<file path="src/rtl/majority_voter_filt.sv">
// majority_voter_filt: registered N-input majority voter with channel masking,
// a debounce filter on the voted decision and sticky per-channel dissent flags.
//
// Pipeline:
//   stage 1 : in_q/mask_q/ones/vote_q capture the current sample and its vote
//   stage 2 : out follows vote_q once it has disagreed for HOLD enabled edges;
//             each unmasked channel's in_q bit is compared with vote_q from the
//             same sample, so a channel's dissent is judged against the vote it
//             took part in.
module majority_voter_filt #(
  parameter int N_IN      = 5,
  parameter int HOLD      = 3,
  parameter int FAULT_LIM = 4,
  parameter bit TIE_VAL   = 1'b0,
  localparam int OW       = $clog2(N_IN + 1)
) (
  input  logic            clk,
  input  logic            rst_n,
  input  logic            en,
  input  logic [N_IN-1:0] in,
  input  logic [N_IN-1:0] mask,
  input  logic            clear_fault,
  output logic            out,
  output logic            vote_raw,
  output logic [OW-1:0]   ones,
  output logic            valid,
  output logic [N_IN-1:0] fault
);

  // One extra bit so 2*ones never overflows when every channel votes one.
  localparam int CW = OW + 1;
  // Counter widths; a limit of 1 still needs a 1-bit register that stays 0.
  localparam int SW = (HOLD > 1) ? $clog2(HOLD) : 1;
  localparam int FW = (FAULT_LIM > 1) ? $clog2(FAULT_LIM) : 1;

  localparam logic [SW-1:0] STAB_LAST  = SW'(HOLD - 1);
  localparam logic [FW-1:0] FAULT_LAST = FW'(FAULT_LIM - 1);

  logic [N_IN-1:0] in_q;
  logic [N_IN-1:0] mask_q;
  logic            vote_q;
  logic [SW-1:0]   stab_cnt;
  logic [FW-1:0]   fcnt [N_IN];

  logic [OW-1:0]   ones_nxt;
  logic [OW-1:0]   act_nxt;
  logic [CW-1:0]   ones_x2;
  logic [CW-1:0]   act_w;
  logic            vote_nxt;

  // Count unmasked channels and how many of them are high.
  always_comb begin
    ones_nxt = '0;
    act_nxt  = '0;
    for (int i = 0; i < N_IN; i++) begin
      if (!mask[i]) begin
        act_nxt = act_nxt + OW'(1);
        if (in[i]) begin
          ones_nxt = ones_nxt + OW'(1);
        end
      end
    end
  end

  assign ones_x2 = {ones_nxt, 1'b0};
  assign act_w   = {1'b0, act_nxt};

  // Strict majority of active channels decides; an exact split (including no
  // active channels at all) falls back to the tie value.
  always_comb begin
    vote_nxt = TIE_VAL;
    if (ones_x2 > act_w) begin
      vote_nxt = 1'b1;
    end else if (ones_x2 < act_w) begin
      vote_nxt = 1'b0;
    end
  end

  // Stage 1: capture the sample, its popcount and the raw vote.
  always_ff @(posedge clk or negedge rst_n) begin
    if (!rst_n) begin
      in_q   <= '0;
      mask_q <= '0;
      ones   <= '0;
      vote_q <= 1'b0;
      valid  <= 1'b0;
    end else if (en) begin
      in_q   <= in;
      mask_q <= mask;
      ones   <= ones_nxt;
      vote_q <= vote_nxt;
      valid  <= 1'b1;
    end
  end

  // Debounce: out only moves after vote_q has disagreed for HOLD straight edges.
  always_ff @(posedge clk or negedge rst_n) begin
    if (!rst_n) begin
      out      <= 1'b0;
      stab_cnt <= '0;
    end else if (en) begin
      if (vote_q == out) begin
        stab_cnt <= '0;
      end else if (stab_cnt == STAB_LAST) begin
        out      <= vote_q;
        stab_cnt <= '0;
      end else begin
        stab_cnt <= stab_cnt + SW'(1);
      end
    end
  end

  // Per-channel dissent streaks; clear_fault is honoured even when disabled.
  always_ff @(posedge clk or negedge rst_n) begin
    if (!rst_n) begin
      for (int i = 0; i < N_IN; i++) begin
        fcnt[i] <= '0;
      end
      fault <= '0;
    end else if (clear_fault) begin
      for (int i = 0; i < N_IN; i++) begin
        fcnt[i] <= '0;
      end
      fault <= '0;
    end else if (en && valid) begin
      for (int i = 0; i < N_IN; i++) begin
        if (mask_q[i]) begin
          fcnt[i] <= '0;
        end else if (in_q[i] != vote_q) begin
          // Counter parks at the last value; fault stays set until cleared.
          if (fcnt[i] == FAULT_LAST) begin
            fault[i] <= 1'b1;
          end else begin
            fcnt[i] <= fcnt[i] + FW'(1);
          end
        end else begin
          fcnt[i] <= '0;
        end
      end
    end
  end

  assign vote_raw = vote_q;

endmodule

</file>
<file path="config.mk">
export PLATFORM = sky130hd
export DESIGN_NAME = majority_voter_filt
export DESIGN_NICKNAME = d
export VERILOG_FILES = /design/src/rtl/majority_voter_filt.sv
export SDC_FILE = /design/constraint.sdc
export NUM_CORES = 1
export LEC_CHECK = 0
export CELL_PAD_IN_SITES_DETAIL_PLACEMENT = 0
export CELL_PAD_IN_SITES_GLOBAL_PLACEMENT = 2
export CORE_MARGIN = 3
export CORE_UTILIZATION = 36
export CTS_CLUSTER_DIAMETER = 200
export DETAILED_ROUTE_END_ITERATION = 6
export GPL_ROUTABILITY_DRIVEN = 0
export GPL_TIMING_DRIVEN = 0
export PLACE_DENSITY = 0.76
export SKIP_LAST_GASP = 1
export SLEW_MARGIN = 20
export SYNTH_ARGS = -nofsm -noshare
export SYNTH_HDL_FRONTEND = slang
export SYNTH_SLANG_ARGS = --single-unit
</file>
<file path="constraint.sdc">
create_clock -name clk -period 1.45 [get_ports clk]
set_input_delay 0.3625 -clock clk [delete_from_list [all_inputs] [get_ports clk]]
set_output_delay 0.3625 -clock clk [all_outputs]
set_load 0.05 [all_outputs]
</file>
# After elaboration in Yosys (flattened, before gate mapping)
# Index checks and enable logic that the tools add are counted.
word_totals:
  reg_bits: 33
  latch_bits: 0
  ramBits: 0
  romBits: 0
  output_inout_bits: 11
  word_cells: 130
  memories: 0
classes:
  addsub: 14
  mul: 0
  div_mod_pow: 0
  magnitude_cmp: 1
  eq_ne: 22
  n_shift: 0
  mux: 52
  n_bitwise: 1
  reduce_logical: 23
ops:
  columns: ["op", "count"]
  rows:
  - ["2-to-1 mux 3 bit", 13]
  - ["2-to-1 mux 2 bit", 17]
  - ["adder 3 x 1 -> 3 bit, second input constant", 8]
  - ["nonzero test 2 bit", 11]
  - ["2-to-1 mux 10 bit", 2]
  - ["inequality test 4 bit, second input constant", 5]
  - ["AND reduction 4 bit", 5]
  - ["2-to-1 mux 1 bit", 18]
  - ["adder 2 x 1 -> 2 bit, second input constant", 6]
  - ["equality test 2 bit, second input constant", 6]
  - ["2-to-1 mux 5 bit", 2]
  - ["inequality test 2 bit, second input constant", 5]
  - ["AND reduction 2 bit", 5]
  - ["inequality test 1 bit", 5]
  - ["greater-than comparator 4 x 3 -> 1 bit", 1]
  - ["AND reduction 3 bit", 1]
  - ["equality test 1 bit", 1]
  - ["logical AND 1 bit", 1]
  - ["inverter 1 bit", 1]

# Logic depth before layout (Yosys ltp)
logic_depth:
  depth_word: 16
  ltp_mapped: 15
  depth_no_buf: 15

# Least setup slack after synthesis
# OpenSTA, ideal clock, no wires.
synth_timing:
  kind: "input to register"
  start: "in in[0]"
  end: "reg vote_q (netlist: vote_raw)"
  arrival_ns: 3.133
  required_time_ns: 1.382
  slack_ns: -1.752
  stages: 14
  n_path_buf: 0
  cell_sequence: "nor2b_4 ha_1 mux2_4 ha_1 nand3b_1 o21ai_0 ha_1 o21a_1 ha_1 a22o_1 ha_1 a21oi_1 a311o_1 nand3_1"
synth_between:
  elab_chain_len: 16
synth_lines:
  columns: ["item", "line", "text"]
  rows:
  - ["start, declared", "20", "input logic [N_IN-1:0] in,"]
  - ["2-to-1 mux 1 bit (*)", "58", "if (in[i]) begin"]
  - ["2-to-1 mux 3 bit (*)", "56", "if (!mask[i]) begin"]
  - ["adder 3 x 1 -> 3 bit", "59", "ones_nxt = ones_nxt + OW'(1);"]
  - ["2-to-1 mux 3 bit", "58", null]
  - ["2-to-1 mux 3 bit (*)", "56", null]
  - ["adder 3 x 1 -> 3 bit", "59", null]
  - ["2-to-1 mux 3 bit", "58", null]
  - ["2-to-1 mux 3 bit (*)", "56", null]
  - ["adder 3 x 1 -> 3 bit", "59", null]
  - ["2-to-1 mux 3 bit", "58", null]
  - ["2-to-1 mux 3 bit (*)", "56", null]
  - ["adder 3 x 1 -> 3 bit", "59", null]
  - ["2-to-1 mux 3 bit", "58", null]
  - ["2-to-1 mux 3 bit (*)", "56", null]
  - ["named net ones_nxt[1]", "45", "logic [OW-1:0] ones_nxt;"]
  - ["greater-than comparator 4 x 3 -> 1 bit (*)", "72", "if (ones_x2 > act_w) begin"]
  - ["2-to-1 mux 1 bit (*)", "72", null]
  - ["end signal, assigned", "91", "vote_q <= vote_nxt;"]
  - ["end, declared", "41", "logic vote_q;"]
# Mark *: on every way through the listed nets, which the timed path passes. The rest lies on a longest branch.
# A chain may end at the register's enable or synchronous reset.

# Worst setup path in the final report
# Same ends and word-level chain as after synthesis.

==> flow_summary_export.csv <==
group,metric,value,unit
outcome,outcome,"complete, but fails checks",
outcome,violations,"setup timing",
global_route,grt_pass1_vias,1544,
critical_path,cp-end-kind,"register",
logic_synthesis,syn_nets,206,
logic_synthesis,synthTopCellsByArea,"dfrtp_1 42%, ha_1 9.5%, mux2_2 7.4%",
sta,min_period_over_period,2.02,
critical_path,rrSetupSlack,0.12,ns
floorplanning,die_w,80.2,um
logic_synthesis,yosysSeqAreaShare,0.417,
finish,syn_to_final_growth,33.0,%
floorplanning,core-area,5200,sq um
logic_synthesis,ys_seq_elements,33,
logic_synthesis,synth_cells,177,
sta,skew,0.0108,ns
drt,via_count,1441,
sta,min_period,2.93,ns
sta,slew_headroom,0.498,
power,pwr-share-comb,0.369,
finish,nets,250,
logic_synthesis,syn_area,1980,sq um
drt,wl,4.15,mm
hold_path,min_path_type,"in -> async",
job,maxCapViolCount,0,
clock_tree,numCtsBuffers,5,
sta,setup_slack,-1.48,ns
finish,diodes,0,
sta,slew_violations,0,
global_route,grt_usage,0.148,
drt,vias_per_cell,4.93,
critical_path,critPathKind,"in -> reg",
power,swShare,0.337,
power,fin_total_pwr,2.81,mW
placed_design,dp_cells,271,
floorplanning,num_io_pins,25,
power,pwr-share-clk,0.233,
critical_path,cp-startpoint,"in[0]",
drt,wl_per_cell,14.2,um
clock_tree,htreeDepth,2,
sta,fmax,0.342,GHz
clock_tree,cts_tree,"yes",
global_route,grt_pass1_wl,7.25,mm
clock_tree,clk_latency,0.28,ns
clock_tree,cts_buffer_depth,2,
sta,whs,0.148,ns
drt,drtIter0Drc,59,
critical_path,rr_worst_depth,6,
global_route,grt-ovfl-total,0,
critical_path,crit_chain,"buf_6, nor2b_4, ha_4, mux2_4, ha_4, nand3b_1, o21ai_2, ha_1, o21a_1, ha_4, a22o_4, ha_4, a21oi_2, a311o_1, nand3_1",
finish,layout.cells.non_filler,292,
sta,finalSetupViolCount,4,
floorplanning,dieArea,6430,sq um
sta,worst_slew_pin_slew,0.753,ns
logic_synthesis,synth_top_cell_by_area,"dfrtp_1",
critical_path,critPathMaxStageDelay,0.31,ns
critical_path,worst-path-max-fanout,2,
placed_design,dp_hpwl,3.03,mm
critical_path,r2r_start,"vote_raw",
clock_tree,root_buffer,"clkbuf_8",
floorplanning,rows,26,
power,power-per-cell-area,1070,nW/um^2
logic_synthesis,synth_top_area_share,0.417,
sta,hold_viol,0,
power,peakVddDrop,0.783,mV
power,power.net_switching,950,uW
critical_path,startpoint_type,"primary input",
critical_path,endpoint,"vote_raw",
critical_path,cpMostUsedCell,"ha_4",
global_route,antenna_found_initial,0,
placed_design,io_buffers,24,
power,p_int,1.87,mW
drt,drtPass1Iterations,4,
floorplanning,start_util,0.381,
critical_path,timing.rr.end,"fcnt[0]",
clock_tree,cts_sinks,33,
logic_synthesis,synth.avg_cell_area,11.2,sq um
clock_tree,clkTransAtPathRegs,0.07,ns
floorplanning,die_h,80.2,um
critical_path,slowest_stage,"ha_1",
critical_path,required,1.66,ns
logic_synthesis,synth_cell_types,36,
drt,ant_nets,0,
sta,tns,-3.87,ns
power,leakage,1.18,nW
clock_tree,ctsHoldBuffers,0,
finish,drive_gt1_frac,0.369,
global_route,grt_start_max_net_pins,34,
power,seq_power_share,0.398,
logic_synthesis,yosysWarnings,0,
critical_path,cp.arrival,3.14,ns
sta,rsz0062_at_grt,"true",
drt,drc_errors,0,
[stage by stage]
stage	worst slack, ns	util	cell area [sq um]
5_1_grt	-1.57	0.506	2640
3_5_place_dp	-2.31	0.448	2330
3_3_place_gp	-2.27	0.449	2340
4_1_cts	-1.59	0.487	2540
2_1_floorplan	-1.60	-	2010
6_report	-1.48	0.506	2640
[placed cells by master (no fill, tap or decap), drive strengths merged, types with 2 or more instances in the layout]
cell type      synthesis  final
a21oi                  7      8
and2b                  3      3
buf                    4     21
clkbuf                 0      8
clkdlybuf4s15          0     11
clkdlybuf4s50          0      3
clkinv                 0      2
dfrtp                 33     33
dlygate4sd2            0      3
ha                    15     15
inv                   17     17
mux2                  15     15
mux2i                  8      8
nand2                 13     13
nand2b                 2      2
nand3                  6      6
nand3b                 5      5
nor2                   5      5
nor2b                  2      2
nor3                   5      5
o21ai                  7      7
o22ai                  5      5
xnor2                 11     11
xnor3                  3      3
xor2                   2      2
[kinds of logic after synthesis]
logic type               after synthesis  share of synthesized area
flip-flops                            33                      0.417
AO/OA/AOI/OAI                         25                     0.0821
adder cells (fa/ha/maj)               15                     0.0947
buffers and inverters                 21                     0.0423
XOR/XNOR                              16                     0.0991
AND/OR/NAND/NOR                       44                      0.136
multiplexers                          23                      0.129
[worst min path at each step]
stage	from	endpoint	cells past startpoint
detailed placement	rst_n	fcnt[5]	1
global placement	fcnt[0]	fcnt[0]	1
floorplan	rst_n	fault[0]	0
CTS	rst_n	fcnt[5]	1
global route	rst_n	fcnt[4]	1
finish	rst_n	fault[2]	1
[Yosys cell counts, drive strengths merged]
| library cell | n |
|---|---|
| xnor3 | 3 |
| a311o | 1 |
| mux2i | 8 |
| and3 | 1 |
| o21ai | 7 |
| o21ba | 1 |
| nand3 | 6 |
| o211ai | 1 |
| nand2b | 2 |
| dfrtp | 33 |
| o22ai | 5 |
| nor3 | 5 |
| o21a | 1 |
| or2 | 1 |
| nand3b | 5 |
| o2bb2ai | 1 |
| xor2 | 2 |
| or3 | 1 |
| buf | 4 |
| and2b | 3 |
| inv | 17 |
| mux2 | 15 |
| nand2 | 13 |
| nor2b | 2 |
| a22o | 1 |
| nor2 | 5 |
| ha | 15 |
| xnor2 | 11 |
| a21oi | 7 |
[registers in the layout, summed over array words and instances, names as in the netlist]
name and flops:
fault 5, fcnt 10, in_q 5, mask_q 5
ones 3, out 1, stab_cnt 2, valid 1
vote_raw 1
[power by group through the flow]
| stage | registers, mW | clock network, mW | logic [mW] |
|---|---|---|---|
| floorplan | 1.25 | 0 | 0.519 |
| global placement | 1.12 | 0 | 0.871 |
| detailed placement | 1.13 | 0 | 0.901 |
| CTS | 1.12 | 0.679 | 0.941 |
| global route | 1.13 | 0.732 | 1.15 |
| finish | 1.12 | 0.656 | 1.04 |
[layout make-up]
cell class | count | area (sq um)
Tap cell | 70 | 87.6
Timing Repair Buffer | 36 | 324
Sequential cell | 33 | 827
Clock buffer | 6 | 72.6
Fill cell | 486 | 2570
Multi-Input combinational cell | 124 | 1200
Buffer | 4 | 48.8
Inverter | 17 | 63.8
Clock inverter | 2 | 10.0
[worst max-delay path, delay by kind of cell]
family	cells	cell delay (ns)
AO/OA/AOI/OAI	5	0.86
adder cells (fa/ha/maj)	5	1.20
multiplexers	1	0.30
AND/OR/NAND/NOR	3	0.35
buffers and inverters	1	0.07
[what timing repair did]
action	4_1_cts	5_1_grt
buffers inserted	7	5
resized for setup	66	25
pin swaps	11	11
endpoints found under the setup margin	36	27
gates cloned	1	0
[per-layer routing]
metal / vias up / GRT usage / share of wire
met5: - / 0 / 0
met2: 26 / 0.252 / 0.49
li1: 698 / - / -
met4: 0 / 0.0355 / 0.0072
met1: 713 / 0.191 / 0.47
met3: 4 / 0.0325 / 0.030
No activity file was read; power rests on OpenSTA's default activity.
